<file path="src/rtl/vga_timing_gen.sv">
// VGA raster timing: pixel-rate enable, scan counters, registered sync/blank/color
// outputs sharing one pixel of latency, and per-frame strobes for game logic.
module vga_timing_gen #(
  parameter int CLK_DIV   = 2,
  parameter int H_VISIBLE = 640,
  parameter int H_FRONT   = 16,
  parameter int H_SYNC    = 96,
  parameter int H_BACK    = 48,
  parameter int V_VISIBLE = 480,
  parameter int V_FRONT   = 10,
  parameter int V_SYNC    = 2,
  parameter int V_BACK    = 33
) (
  input  logic       Clk,
  input  logic       Reset,
  input  logic [7:0] Red,
  input  logic [7:0] Green,
  input  logic [7:0] Blue,
  output logic [9:0] DrawX,
  output logic [9:0] DrawY,
  output logic       pixel_ce,
  output logic       frame_start,
  output logic       vblank_start,
  output logic       VGA_HS,
  output logic       VGA_VS,
  output logic       VGA_BLANK_N,
  output logic [7:0] VGA_R,
  output logic [7:0] VGA_G,
  output logic [7:0] VGA_B
);

  localparam int H_TOTAL = H_VISIBLE + H_FRONT + H_SYNC + H_BACK;
  localparam int V_TOTAL = V_VISIBLE + V_FRONT + V_SYNC + V_BACK;
  localparam int DW      = (CLK_DIV > 2) ? $clog2(CLK_DIV) : 1;

  localparam logic [DW-1:0] DIV_LAST   = DW'(CLK_DIV - 1);
  localparam logic [9:0]    H_LAST     = 10'(H_TOTAL - 1);
  localparam logic [9:0]    V_LAST     = 10'(V_TOTAL - 1);
  localparam logic [9:0]    H_VIS      = 10'(H_VISIBLE);
  localparam logic [9:0]    V_VIS      = 10'(V_VISIBLE);
  localparam logic [9:0]    V_VIS_LAST = 10'(V_VISIBLE - 1);
  localparam logic [9:0]    HS_START   = 10'(H_VISIBLE + H_FRONT);
  localparam logic [9:0]    HS_END     = 10'(H_VISIBLE + H_FRONT + H_SYNC - 1);
  localparam logic [9:0]    VS_START   = 10'(V_VISIBLE + V_FRONT);
  localparam logic [9:0]    VS_END     = 10'(V_VISIBLE + V_FRONT + V_SYNC - 1);

  logic [DW-1:0] div_q, div_d;
  logic [9:0]    hcount_q, hcount_d;
  logic [9:0]    vcount_q, vcount_d;
  logic          hs_q, hs_d, vs_q, vs_d, blank_n_q, blank_n_d;
  logic [7:0]    r_q, r_d, g_q, g_d, b_q, b_d;
  logic          frame_start_q, frame_start_d;
  logic          vblank_start_q, vblank_start_d;
  logic          h_wrap, v_wrap, visible, hs_raw, vs_raw;

  // pixel_ce is a one-Clk enable: every register below that advances the raster
  // or the DAC outputs updates only on an edge where it is high, and holds otherwise.
  assign pixel_ce = (div_q == DIV_LAST);
  assign h_wrap   = (hcount_q == H_LAST);
  assign v_wrap   = (vcount_q == V_LAST);
  assign visible  = (hcount_q < H_VIS) && (vcount_q < V_VIS);
  assign hs_raw   = !((hcount_q >= HS_START) && (hcount_q <= HS_END));
  assign vs_raw   = !((vcount_q >= VS_START) && (vcount_q <= VS_END));

  always_comb begin
    div_d          = pixel_ce ? '0 : div_q + 1'b1;
    hcount_d       = hcount_q;
    vcount_d       = vcount_q;
    hs_d           = hs_q;
    vs_d           = vs_q;
    blank_n_d      = blank_n_q;
    r_d            = r_q;
    g_d            = g_q;
    b_d            = b_q;
    frame_start_d  = pixel_ce && h_wrap && v_wrap;
    vblank_start_d = pixel_ce && h_wrap && (vcount_q == V_VIS_LAST);
    if (pixel_ce) begin
      if (h_wrap) begin
        hcount_d = '0;
        vcount_d = v_wrap ? '0 : vcount_q + 10'd1;
      end else begin
        hcount_d = hcount_q + 10'd1;
      end
      // Sample decodes and color from the same counts so all DAC outputs stay aligned.
      hs_d      = hs_raw;
      vs_d      = vs_raw;
      blank_n_d = visible;
      r_d       = visible ? Red   : 8'd0;
      g_d       = visible ? Green : 8'd0;
      b_d       = visible ? Blue  : 8'd0;
    end
  end

  always_ff @(posedge Clk or negedge Reset) begin
    if (!Reset) begin
      div_q          <= '0;
      hcount_q       <= '0;
      vcount_q       <= '0;
      hs_q           <= 1'b1;
      vs_q           <= 1'b1;
      blank_n_q      <= 1'b0;
      r_q            <= '0;
      g_q            <= '0;
      b_q            <= '0;
      frame_start_q  <= 1'b0;
      vblank_start_q <= 1'b0;
    end else begin
      div_q          <= div_d;
      hcount_q       <= hcount_d;
      vcount_q       <= vcount_d;
      hs_q           <= hs_d;
      vs_q           <= vs_d;
      blank_n_q      <= blank_n_d;
      r_q            <= r_d;
      g_q            <= g_d;
      b_q            <= b_d;
      frame_start_q  <= frame_start_d;
      vblank_start_q <= vblank_start_d;
    end
  end

  assign DrawX        = hcount_q;
  assign DrawY        = vcount_q;
  assign frame_start  = frame_start_q;
  assign vblank_start = vblank_start_q;
  assign VGA_HS       = hs_q;
  assign VGA_VS       = vs_q;
  assign VGA_BLANK_N  = blank_n_q;
  assign VGA_R        = r_q;
  assign VGA_G        = g_q;
  assign VGA_B        = b_q;

endmodule

</file>
<file path="config.mk">
export PLATFORM = sky130hd
export DESIGN_NAME = vga_timing_gen
export DESIGN_NICKNAME = d
export VERILOG_FILES = /design/src/rtl/vga_timing_gen.sv
export SDC_FILE = /design/constraint.sdc
export NUM_CORES = 1
export LEC_CHECK = 0
export BUFFER_PORTS_ARGS = -buffer_cell sky130_fd_sc_hd__buf_2
export CORE_MARGIN = 2
export CORE_UTILIZATION = 46
export CTS_BUF_LIST = sky130_fd_sc_hd__clkbuf_2 sky130_fd_sc_hd__clkbuf_4 sky130_fd_sc_hd__clkbuf_8
export CTS_CLUSTER_DIAMETER = 100
export CTS_CLUSTER_SIZE = 16
export DETAILED_ROUTE_END_ITERATION = 12
export PLACE_DENSITY = 0.79
export SYNTH_ARGS = -nofsm -noshare
export SYNTH_HDL_FRONTEND = slang
export SYNTH_SLANG_ARGS = --single-unit
</file>
<file path="constraint.sdc">
create_clock -name Clk -period 1.9 [get_ports Clk]
set_clock_uncertainty 0.15 [all_clocks]
set_input_delay 0.285 -clock Clk [delete_from_list [all_inputs] [get_ports Clk]]
set_output_delay 0.285 -clock Clk [all_outputs]
set_load 0.05 [all_outputs]
</file>
## Yosys cells after proc, flatten, opt, wreduce, memory -nomap -nowiden

Cells that the tools add are included.

| cells by class | value |
|---|---|
| equal/unequal tests | 3 |
| muxes and demuxes | 6 |
| order comparisons | 6 |
| add/subtract/negate cells | 3 |
| reductions and logical operators | 9 |

Operators by type and width:

| kind | count |
|---|---|
| 8-bit 2-to-1 mux | 3 |
| 10-bit by 1-bit adder with 10-bit output, second input constant | 2 |
| 10-bit equality test, second input constant | 2 |
| 10-bit 2-to-1 mux | 2 |
| 10-bit by 9-bit equality test with 1-bit output, second input constant | 1 |
| 10-bit >= comparator, second input constant | 1 |
| 10-bit by 9-bit >= comparator with 1-bit output, second input constant | 1 |
| 10-bit <= comparator, second input constant | 1 |
| 10-bit by 9-bit <= comparator with 1-bit output, second input constant | 1 |
| 10-bit < comparator, second input constant | 1 |
| 10-bit by 9-bit < comparator with 1-bit output, second input constant | 1 |
| 1-bit logical AND | 6 |
| 1-bit zero test | 2 |
| 2-bit AND reduction | 1 |
| 1-bit adder, second input constant | 1 |
| 1-bit 2-to-1 mux | 1 |

| storage, ports and cells | value |
|---|---|
| bits of input ports | 26 |
| logic and storage cells | 38 |
| output and inout bits | 50 |
| register bits | 50 |

## Depth between registers and ports, before layout

Gate-level depths: netlist of the first run.

| depth | value |
|---|---|
| depth after elaboration | 3 |
| depth in mapped cells | 7 |
| mapped depth without buffers | 6 |

## Least setup slack after synthesis of the first run

No wires, ideal clock.

| timing | value |
|---|---|
| kind | register -> register |
| from | reg hcount_q[1] (netlist: DrawX[1]) |
| to | reg vcount_q[9] (netlist: DrawY[9]) |
| arrival time | 1.992 ns |
| slack | -0.320 ns |
| data required time | 1.673 ns |
| clock period less this slack | 2.220 ns |
| stages on the path, launching flop included | 7 |
| path buffers | 1 |
| library setup time | 0.077 ns |
| cells stage by stage | dfrtp_1 ha_1 and4_2 buf_4 nand4_4 or4_1 a21oi_1 |

| on the way | value |
|---|---|
| cells in the longest elaborated chain, start to end | 2 |

RTL lines:

| what | line | RTL |
|---|---|---|
| from (decl) | 48 | `logic [9:0] hcount_q, hcount_d;` |
| from (signal assigned) | 109 | `hcount_q <= hcount_d;` |
| 10-bit equality test | 59 | `assign h_wrap = (hcount_q == H_LAST);` |
| 2-bit AND reduction (no source line) | -- |  |
| to (signal assigned) | 110 | `vcount_q <= vcount_d;` |
| to (decl) | 49 | `logic [9:0] vcount_q, vcount_d;` |

Every way passes these cells.
A chain may end at the register's enable or synchronous reset.

## Worst setup path in the final report of the first run

| timing | value |
|---|---|
| from | reg hcount_q[7] (netlist: DrawX[7]) |
| to | reg vcount_q[9] (netlist: DrawY[9]) |

The elaborated chain is that of the path after synthesis.

==> run metrics, run 1 <==
maximum VDD drop=between 0.0004 and 0.0005 V; Net Count, Synth=213; diode count=0; Tcrit/Tclk final=96.1%; crit path max fanout=8; synth unique cells=35; Seq/Total Area, Yosys=between 50% and 60%; DRT Pass-1 Iters=4; worst hold slack=~0.035 ns; Synth Instances=183; Design Area, Final=2710 sq um; Clk Latency, worst-skew pair=0.30 ns; Final WS setup=0.0738 ns; CTS clk-pin slew, worst paths=0.10 ns; clock group share of total power=32.6%; Max Cap Viol=0; Mapped Area=2130 sq um; GR Util All Layers=between 10% and 20%; Sink Count=50; pre-CTS WS=0.101 ns; Routed WL=4.87 mm; CP arrival=1.91 ns; cts bufs inserted=5; worst-margin pin slew=0.458 ns; most frequent cells in the layout=buf_2, dfrtp_1, a22o_1, nand3_1; most common cell after layout, fill and taps aside=buf_2; ANT nets after route=0; Seq pwr share=57.1%; register bit count reported by yosys=50; I/O pins=76; status=completed; CTS tree=built; Finished Layout Cells=316; Comb pwr share=10.3%; initial core utilization=48.3%; RSZ-0062 raised after global routing=no; DR iter-0 viols=165; hpwl dp=3.59 mm; final slew viol count=0; Power Density=between 700 and 800 nW/um^2; Startpoint Class=flop; number of global-route vias before repair=1645; Core Box Area=4410 sq um; nets=293; die height=72.1 um; Vias per Instance=5.47; Setup-failing EPs final=0; post_cts resized=0; area share of the largest cell type after synthesis=56.3%; P&R area growth vs syn=27.0%; initial antenna violation count=0; first-pass GRT wire length=about 8 mm; Power Total=around 1.9 mW; max frequency=548 MHz; I/O Buffers=75; H-tree depth=2; num rows=24; Die Wd=~72 um; Period minus WS final=1.83 ns; synthesized area per cell=11.7 sq um; DR DRC count=0; LEAKAGE=between 1 and 1.5 nW; Synth area leader=dfrtp_1; CTS Root Buffer Type=clkbuf_8; Hold Path Class=input pin to flop; Inst Count DP=307; CP Class=flop to flop; RD Place Congestion=0.871; Final Core Density=61.3%; Req. time, crit path=1.98 ns; share of cells above drive strength 1=approximately two fifths; Max Buffers Root-to-Sink=2; placed instance area=2610 sq um; vias=~1700; synthesis warning total=0; GR Overflow Total=0; Net Sw Power=0.506 mW; DR WL/cell=15.4 um; Setup TNS=0 ns; Worst Setup End Kind=flop; Switching Fraction=26.2%; total die area=5200 sq um; pin count of the biggest net entering global routing=32; top post-synthesis cells by area=dfrtp_1, a22o_1, xor2_1; Rel. slew slack=69.5%; Final Hold Viols=0; Internal Power=roughly 1.4 mW
## sequential cells by signal, summed over array words and instances, names as in the netlist
signal / count
frame_start: 1
VGA_G: 8
DrawX: 10
VGA_BLANK_N: 1
VGA_VS: 1
VGA_R: 8
vblank_start: 1
DrawY: 10
VGA_HS: 1
pixel_ce: 1
VGA_B: 8
## critical path, stage by stage, from the launching register on
cell     delay [ns]
dfrtp_2        0.45
and4b_1        0.46
nand4_4        0.15
or4_1          0.42
a21oi_1        0.13
## power groups by stage
stage               Clock (mW)  Combinational [mW]  Sequential [mW]
floorplan                    0              0.0221             1.22
global placement             0               0.197             1.12
detailed placement           0               0.200             1.12
CTS                      0.647               0.202             1.10
global route             0.680               0.212             1.11
finish                   0.629               0.199             1.10
## Yosys cell counts
library cell	instances
buf_4	1
inv_2	1
nand4_4	1
a22o_1	24
xnor2_1	3
nor2_1	10
clkbuf_1	2
or3_2	1
and4_2	2
dfstp_2	2
and3_1	2
nand3_1	13
clkbuf_2	1
buf_1	1
or4_1	1
nand2_1	10
nor4_1	1
xor2_1	9
and2_1	1
inv_1	5
o21ai_0	8
a21oi_1	4
ha_1	4
o22a_1	1
dfrtp_1	48
o21a_1	1
buf_6	1
nand4_1	9
buf_2	2
and4b_1	2
a21o_1	1
nor2_2	1
and3_2	2
nor3_1	7
o31ai_1	1
## final cells by class
cell class,count,area [sq um]
clock buffers,6,76.3
clock inverters,2,13.8
fillers,387,1710
inverters,6,22.5
multi-input cells,119,830
flip-flops and latches,50,1260
well taps,52,65.1
repair buffers,81,435
## timing repair
item                                    4_1_cts  5_1_grt
hold endpoints to repair                     19        0
endpoints found under the setup margin        0        0
buffers inserted                              0        0
hold buffers                                  1        0
## logic make-up after synthesis
family / synth area share, %
flops: 58.8
buf+inv: 3.17
fa+ha+maj: 2.35
compound gates: 14.1
simple gates: 16.6
xor+xnor: 4.93
## final timing paths
| check | from | end | slack (ns) | cells after the start |
|---|---|---|---|---|
| worst min register to register | VGA_BLANK_N | VGA_BLANK_N | 0.33 | 1 |
| worst max-delay path | DrawX[7] | DrawY[9] | 0.07 | 4 |
| max in group asynchronous | Reset | VGA_HS | 0.70 | 3 |
| min in group asynchronous | Reset | VGA_B[2] | 0.30 | 2 |
| worst min-delay path | Blue[1] | VGA_B[1] | 0.04 | 2 |
| worst max register to register | DrawX[7] | DrawY[9] | 0.07 | 4 |
## routing by layer
metal / track usage, % / vias up / share of wire [%]
li1: - / 825 / -
met1: 25.9 / 845 / 41
met2: 31.5 / 50 / 52
met3: 4.17 / 9 / 4.8
met4: 8.39 / 0 / 2.0
met5: 0 / - / 0
Note: power is estimated with default switching activity, not from simulation.
==> run 2, diff against run 1 <==
==> config.mk (replaced) <==
export PLATFORM = sky130hd
export DESIGN_NAME = vga_timing_gen
export DESIGN_NICKNAME = d
export VERILOG_FILES = /design/src/rtl/vga_timing_gen.sv
export SDC_FILE = /design/constraint.sdc
export NUM_CORES = 1
export LEC_CHECK = 0
export BUFFER_PORTS_ARGS = -buffer_cell sky130_fd_sc_hd__buf_2
export CORE_MARGIN = 2
export CORE_UTILIZATION = 44
export CTS_CLUSTER_DIAMETER = 100
export CTS_CLUSTER_SIZE = 16
export DETAILED_ROUTE_END_ITERATION = 12
export PLACE_DENSITY = 0.76
export REMOVE_ABC_BUFFERS = 1
export SYNTH_ARGS = -nofsm -noshare
export SYNTH_HDL_FRONTEND = slang
export SYNTH_SLANG_ARGS = --single-unit
==> run metrics, run 2 (synthesis gave the netlist of run 1 again) <==
status=completed (unchanged); num rows=25 (was 24); CP Class=flop to flop (unchanged); I/O Buffers=75 (unchanged); Die Wd=73.6 um (was 72.1 um); DR DRC count=0 (unchanged); Power Density=732 nW/um^2 (was 713 nW/um^2); Core Box Area=4690 sq um (was 4410 sq um); Sink Count=50 (unchanged); nets=301 (was 293); number of global-route vias before repair=1505 (was 1645); LEAKAGE=1.43 nW (was 1.36 nW); I/O pins=76 (unchanged); Setup TNS=0 ns (unchanged); hpwl dp=3.43 mm (was 3.59 mm); Startpoint Class=flop (unchanged); Final WS setup=0.0685 ns (was 0.0738 ns); Setup-failing EPs final=0 (unchanged); H-tree depth=2 (unchanged); share of cells above drive strength 1=39.0% (was 41.3%); final slew viol count=0 (unchanged); Worst Setup End Kind=flop (unchanged); initial core utilization=45.4% (was 48.3%); diode count=0 (unchanged); Hold Path Class=input pin to flop (unchanged); Max Buffers Root-to-Sink=2 (unchanged); Period minus WS final=1.83 ns (about the same); cts bufs inserted=5 (unchanged); placed instance area=2640 sq um (was 2610 sq um); Design Area, Final=2780 sq um (was 2710 sq um); Routed WL=4.78 mm (was 4.87 mm); Max Cap Viol=0 (unchanged); worst hold slack=0.0484 ns (was 0.0351 ns); CTS clk-pin slew, worst paths=0.09 ns (was 0.10 ns); Clk Latency, worst-skew pair=0.30 ns (about the same); CTS Root Buffer Type=clkbuf_8 (unchanged); pre-CTS WS=0.0322 ns (was 0.101 ns); ANT nets after route=0 (unchanged); DRT Pass-1 Iters=4 (unchanged); reg-to-reg slack, setup=0.07 ns (about the same); maximum VDD drop=0.000311 V (was 0.000442 V); die height=73.6 um (was 72.1 um); Req. time, crit path=1.97 ns (was 1.98 ns); initial antenna violation count=0 (unchanged); Final Core Density=59.2% (was 61.3%); pin count of the biggest net entering global routing=51 (was 32); # fillers=407 (was 387); GR Util All Layers=17.7% (was 19.6%); Final Hold Viols=0 (unchanged); first-pass GRT wire length=7.31 mm (was 7.89 mm); P&R area growth vs syn=30.3% (was 27.0%); Rel. slew slack=78.0% (was 69.5%); most frequent cells in the layout=buf_2, dfrtp_1, a22o_1, nand3_1, buf_4 (was buf_2, dfrtp_1, a22o_1, nand3_1); Tcrit/Tclk final=96.4% (was 96.1%); crit path max fanout=6 (was 8); max frequency=546 MHz (was 548 MHz); RD Place Congestion=0.820 (was 0.871); vias=1732 (was 1729); Vias per Instance=5.31 (was 5.47); CTS tree=built (unchanged); CP arrival=1.90 ns (was 1.91 ns); DR WL/cell=14.7 um (was 15.4 um); worst-margin pin slew=0.327 ns (was 0.458 ns); DR iter-0 viols=152 (was 165); RSZ-0062 raised after global routing=no (unchanged); total die area=5420 sq um (was 5200 sq um); most common cell after layout, fill and taps aside=buf_2 (unchanged); GR Overflow Total=0 (unchanged)
==> run 2: layout make-up <==
class / instances / area (sq um) / share of cell area, %
Clock inverter: 2 / 37.5 / 1.35
Timing Repair Buffer: 89 / 508 / 18.3
Inverter: 6 / 22.5 / 0.810
Tap cell: 54 / 67.6 / 2.43
Clock buffer: 6 / 72.6 / 2.61
Sequential cell: 50 / 1250 / 45.1
Multi-Input combinational cell: 119 / 817 / 29.4
==> run 2: power breakdown <==
group	internal (mW)	switching, mW
sequential	1.09	0.0132
combinational	0.0591	0.139
clock	0.393	0.341
total	1.54	0.493
==> run 2: final timing paths <==
| path | start | to | depth (start not counted) |
|---|---|---|---|
| max in group asynchronous | Reset | VGA_HS | 3 |
| worst max register to register | DrawX[1] | DrawY[9] | 5 |
| worst max-delay path | DrawX[1] | DrawY[9] | 5 |
| min in group asynchronous | Reset | VGA_R[1] | 3 |
| worst min register to register | VGA_VS | VGA_VS | 2 |
| worst min-delay path | Green[5] | VGA_G[5] | 2 |
==> run 2: stage by stage <==
step	cells	power (mW)
after detailed placement	314	1.32
after global placement	314	1.32
after CTS	323	2.06
final	326	2.03
after floorplan	175	1.24
after global routing	326	2.11
==> run 2: worst max-delay path, cell delays in order, from the launching register on <==
cell and delay [ns]:
dfrtp_1 0.39, ha_1 0.18, and4_4 0.28, nand4_4 0.11, or4_1 0.49, a21oi_1 0.16
==> run 2: metal layers <==
metal / track usage, % / wire (um) / up-vias
li1: - / - / 847
met1: 24.3 / 2150 / 836
met2: 27.6 / 2370 / 45
met3: 4.12 / 198 / 4
met4: 5.86 / 55 / 0
met5: 0 / 0 / -
==> run 2: timing repair <==
item	4_1_cts	5_1_grt
resized for setup	0	1
hold buffers	1	0
setup buffers	0	3
endpoints found under the setup margin	0	1
hold endpoints to repair	48	0
==> run 3, diff against run 2 <==
--- a/config.mk
+++ b/config.mk
@@ -11,7 +11,7 @@
 export CTS_CLUSTER_DIAMETER = 100
 export CTS_CLUSTER_SIZE = 16
 export DETAILED_ROUTE_END_ITERATION = 12
-export PLACE_DENSITY = 0.76
+export PLACE_DENSITY = 0.75
 export REMOVE_ABC_BUFFERS = 1
 export SYNTH_ARGS = -nofsm -noshare
 export SYNTH_HDL_FRONTEND = slang
==> run metrics, run 3 (synthesis gave the netlist of run 1 again) <==
Net Sw Power=0.514 mW (was 0.493 mW); CP arrival=1.89 ns (was 1.90 ns); CTS tree=built (unchanged); die height=73.6 um (unchanged); CTS Root Buffer Type=clkbuf_8 (unchanged); RD Place Congestion=0.866 (was 0.820); Setup-failing EPs final=0 (unchanged); pin count of the biggest net entering global routing=34 (was 51); Die Wd=73.6 um (unchanged); max frequency=552 MHz (was 546 MHz); GR Overflow Total=0 (unchanged); Internal Power=1.45 mW (was 1.54 mW); DR WL/cell=14.9 um (was 14.7 um); diode count=0 (unchanged); GR Util All Layers=18.6% (was 17.7%); Hold Path Class=input pin to flop (unchanged); nets=300 (was 301); number of global-route vias before repair=1634 (was 1505); initial antenna violation count=0 (unchanged); initial core utilization=45.4% (unchanged); Comb pwr share=10.1% (was 9.7%); DR DRC count=0 (unchanged); CTS clk-pin slew, worst paths=0.10 ns (was 0.09 ns); Final Hold Viols=0 (unchanged); Tcrit/Tclk final=95.3% (was 96.4%); total die area=5420 sq um (unchanged); Startpoint Class=flop (unchanged); worst r2r src=DrawX[1] (unchanged); placed instance area=2650 sq um (was 2640 sq um); H-tree depth=2 (unchanged); DR iter-0 viols=129 (was 152); Core Box Area=4690 sq um (unchanged); vias=1759 (was 1732); Power Density=711 nW/um^2 (was 732 nW/um^2); LEAKAGE=1.42 nW (was 1.43 nW); Max Buffers Root-to-Sink=2 (unchanged); Rel. slew slack=71.2% (was 78.0%); Inst Count DP=316 (was 314); CP Class=flop to flop (unchanged); Setup TNS=0 ns (unchanged); Max Cap Viol=0 (unchanged); Period minus WS final=1.81 ns (was 1.83 ns); Clk Latency, worst-skew pair=0.30 ns (about the same); share of cells above drive strength 1=39.1% (was 39.0%); DRT Pass-1 Iters=4 (unchanged); Seq pwr share=56.2% (was 54.2%); cts bufs inserted=5 (unchanged); P&R area growth vs syn=29.5% (was 30.3%); Power Total=1.96 mW (was 2.03 mW); clock group share of total power=33.7% (was 36.1%); worst hold slack=0.0363 ns (was 0.0484 ns); maximum VDD drop=0.000425 V (was 0.000311 V); most common cell after layout, fill and taps aside=buf_2 (unchanged); Routed WL=4.85 mm (was 4.78 mm); Design Area, Final=2760 sq um (was 2780 sq um); Switching Fraction=26.2% (was 24.2%); min-delay src=Red[7] (was Green[5]); Crit. Startpoint=DrawX[1] (unchanged); Worst Setup End Kind=flop (unchanged); status=completed (unchanged); Finished Layout Cells=325 (was 326); Req. time, crit path=1.98 ns (was 1.97 ns); most frequent cells in the layout=buf_2, dfrtp_1, a22o_1, nand3_1 (was buf_2, dfrtp_1, a22o_1, nand3_1, buf_4); ANT nets after route=0 (unchanged); Vias per Instance=5.41 (was 5.31); num rows=25 (unchanged); crit path max fanout=6 (unchanged); I/O Buffers=75 (unchanged); final slew viol count=0 (unchanged); Post-CTS Setup Inserts=0 (unchanged); first-pass GRT wire length=7.83 mm (was 7.31 mm); worst-margin pin slew=0.432 ns (was 0.327 ns); I/O pins=76 (unchanged); hpwl dp=3.56 mm (was 3.43 mm); Sink Count=50 (unchanged)
==> run 3: cell count changes in the layout (fill, tap and decap cells not counted) <==
cell       before  now
buf_4          11   10
bufinv_16       1    0
clkbuf_1        1    0
clkbuf_8        5    6
inv_6           0    1
==> run 3: path summary, 6_finish.rpt <==
kind,endpoint,slack [ns],depth (start not counted)
setup reg to reg,DrawY[9],0.09,5
setup / recovery,DrawY[9],0.09,5
max in group asynchronous,VGA_HS,0.72,3
hold / removal,VGA_R[7],0.04,2
hold reg to reg,VGA_BLANK_N,0.34,1
min in group asynchronous,DrawX[9],0.30,2
==> run 3: critical path, stage by stage, from the launching register on <==
cell	delay [ns]
dfrtp_1	0.40
ha_1	0.18
and4_4	0.28
nand4_4	0.11
or4_1	0.48
a21oi_1	0.15
==> run 3: cell type report <==
type	count	area, sq um
multi-input combinational	119	817
inverter	6	22.5
fill	412	1930
timing repair buffer	88	500
tap	54	67.6
sequential	50	1250
clock inverter	2	16.3
clock buffer	6	82.6
==> run 3: per-stage QoR <==
step                      setup WS, ns  util (%)
after floorplan                  -1.06         -
after global placement           0.119      56.5
after detailed placement        0.0689      56.5
after CTS                       0.0476      58.8
after global routing         -0.000212      58.8
final                           0.0889      58.8
==> run 3: power groups by stage <==
stage	sequential, mW	clock (mW)	combinational [mW]
3_3_place_gp	1.12	0	0.198
3_5_place_dp	1.12	0	0.200
5_1_grt	1.11	0.719	0.211
2_1_floorplan	1.22	0	0.0221
6_report	1.10	0.662	0.198
4_1_cts	1.10	0.679	0.202
==> run 3: repair_timing <==
| item | 4_1_cts | 5_1_grt |
|---|---|---|
| gates resized for setup | 0 | 1 |
| hold buffers | 1 | 0 |
| endpoints found under the setup margin | 0 | 1 |
| endpoints found under the hold margin | 17 | 0 |
==> run 3: layer usage <==
| layer | routed length [um] | track usage, % | vias up |
|---|---|---|---|
| li1 | - | - | 846 |
| met1 | 2150 | 26.3 | 865 |
| met2 | 2450 | 29.5 | 41 |
| met3 | 177 | 2.88 | 7 |
| met4 | 75 | 6.06 | 0 |
| met5 | 0 | 0 | - |
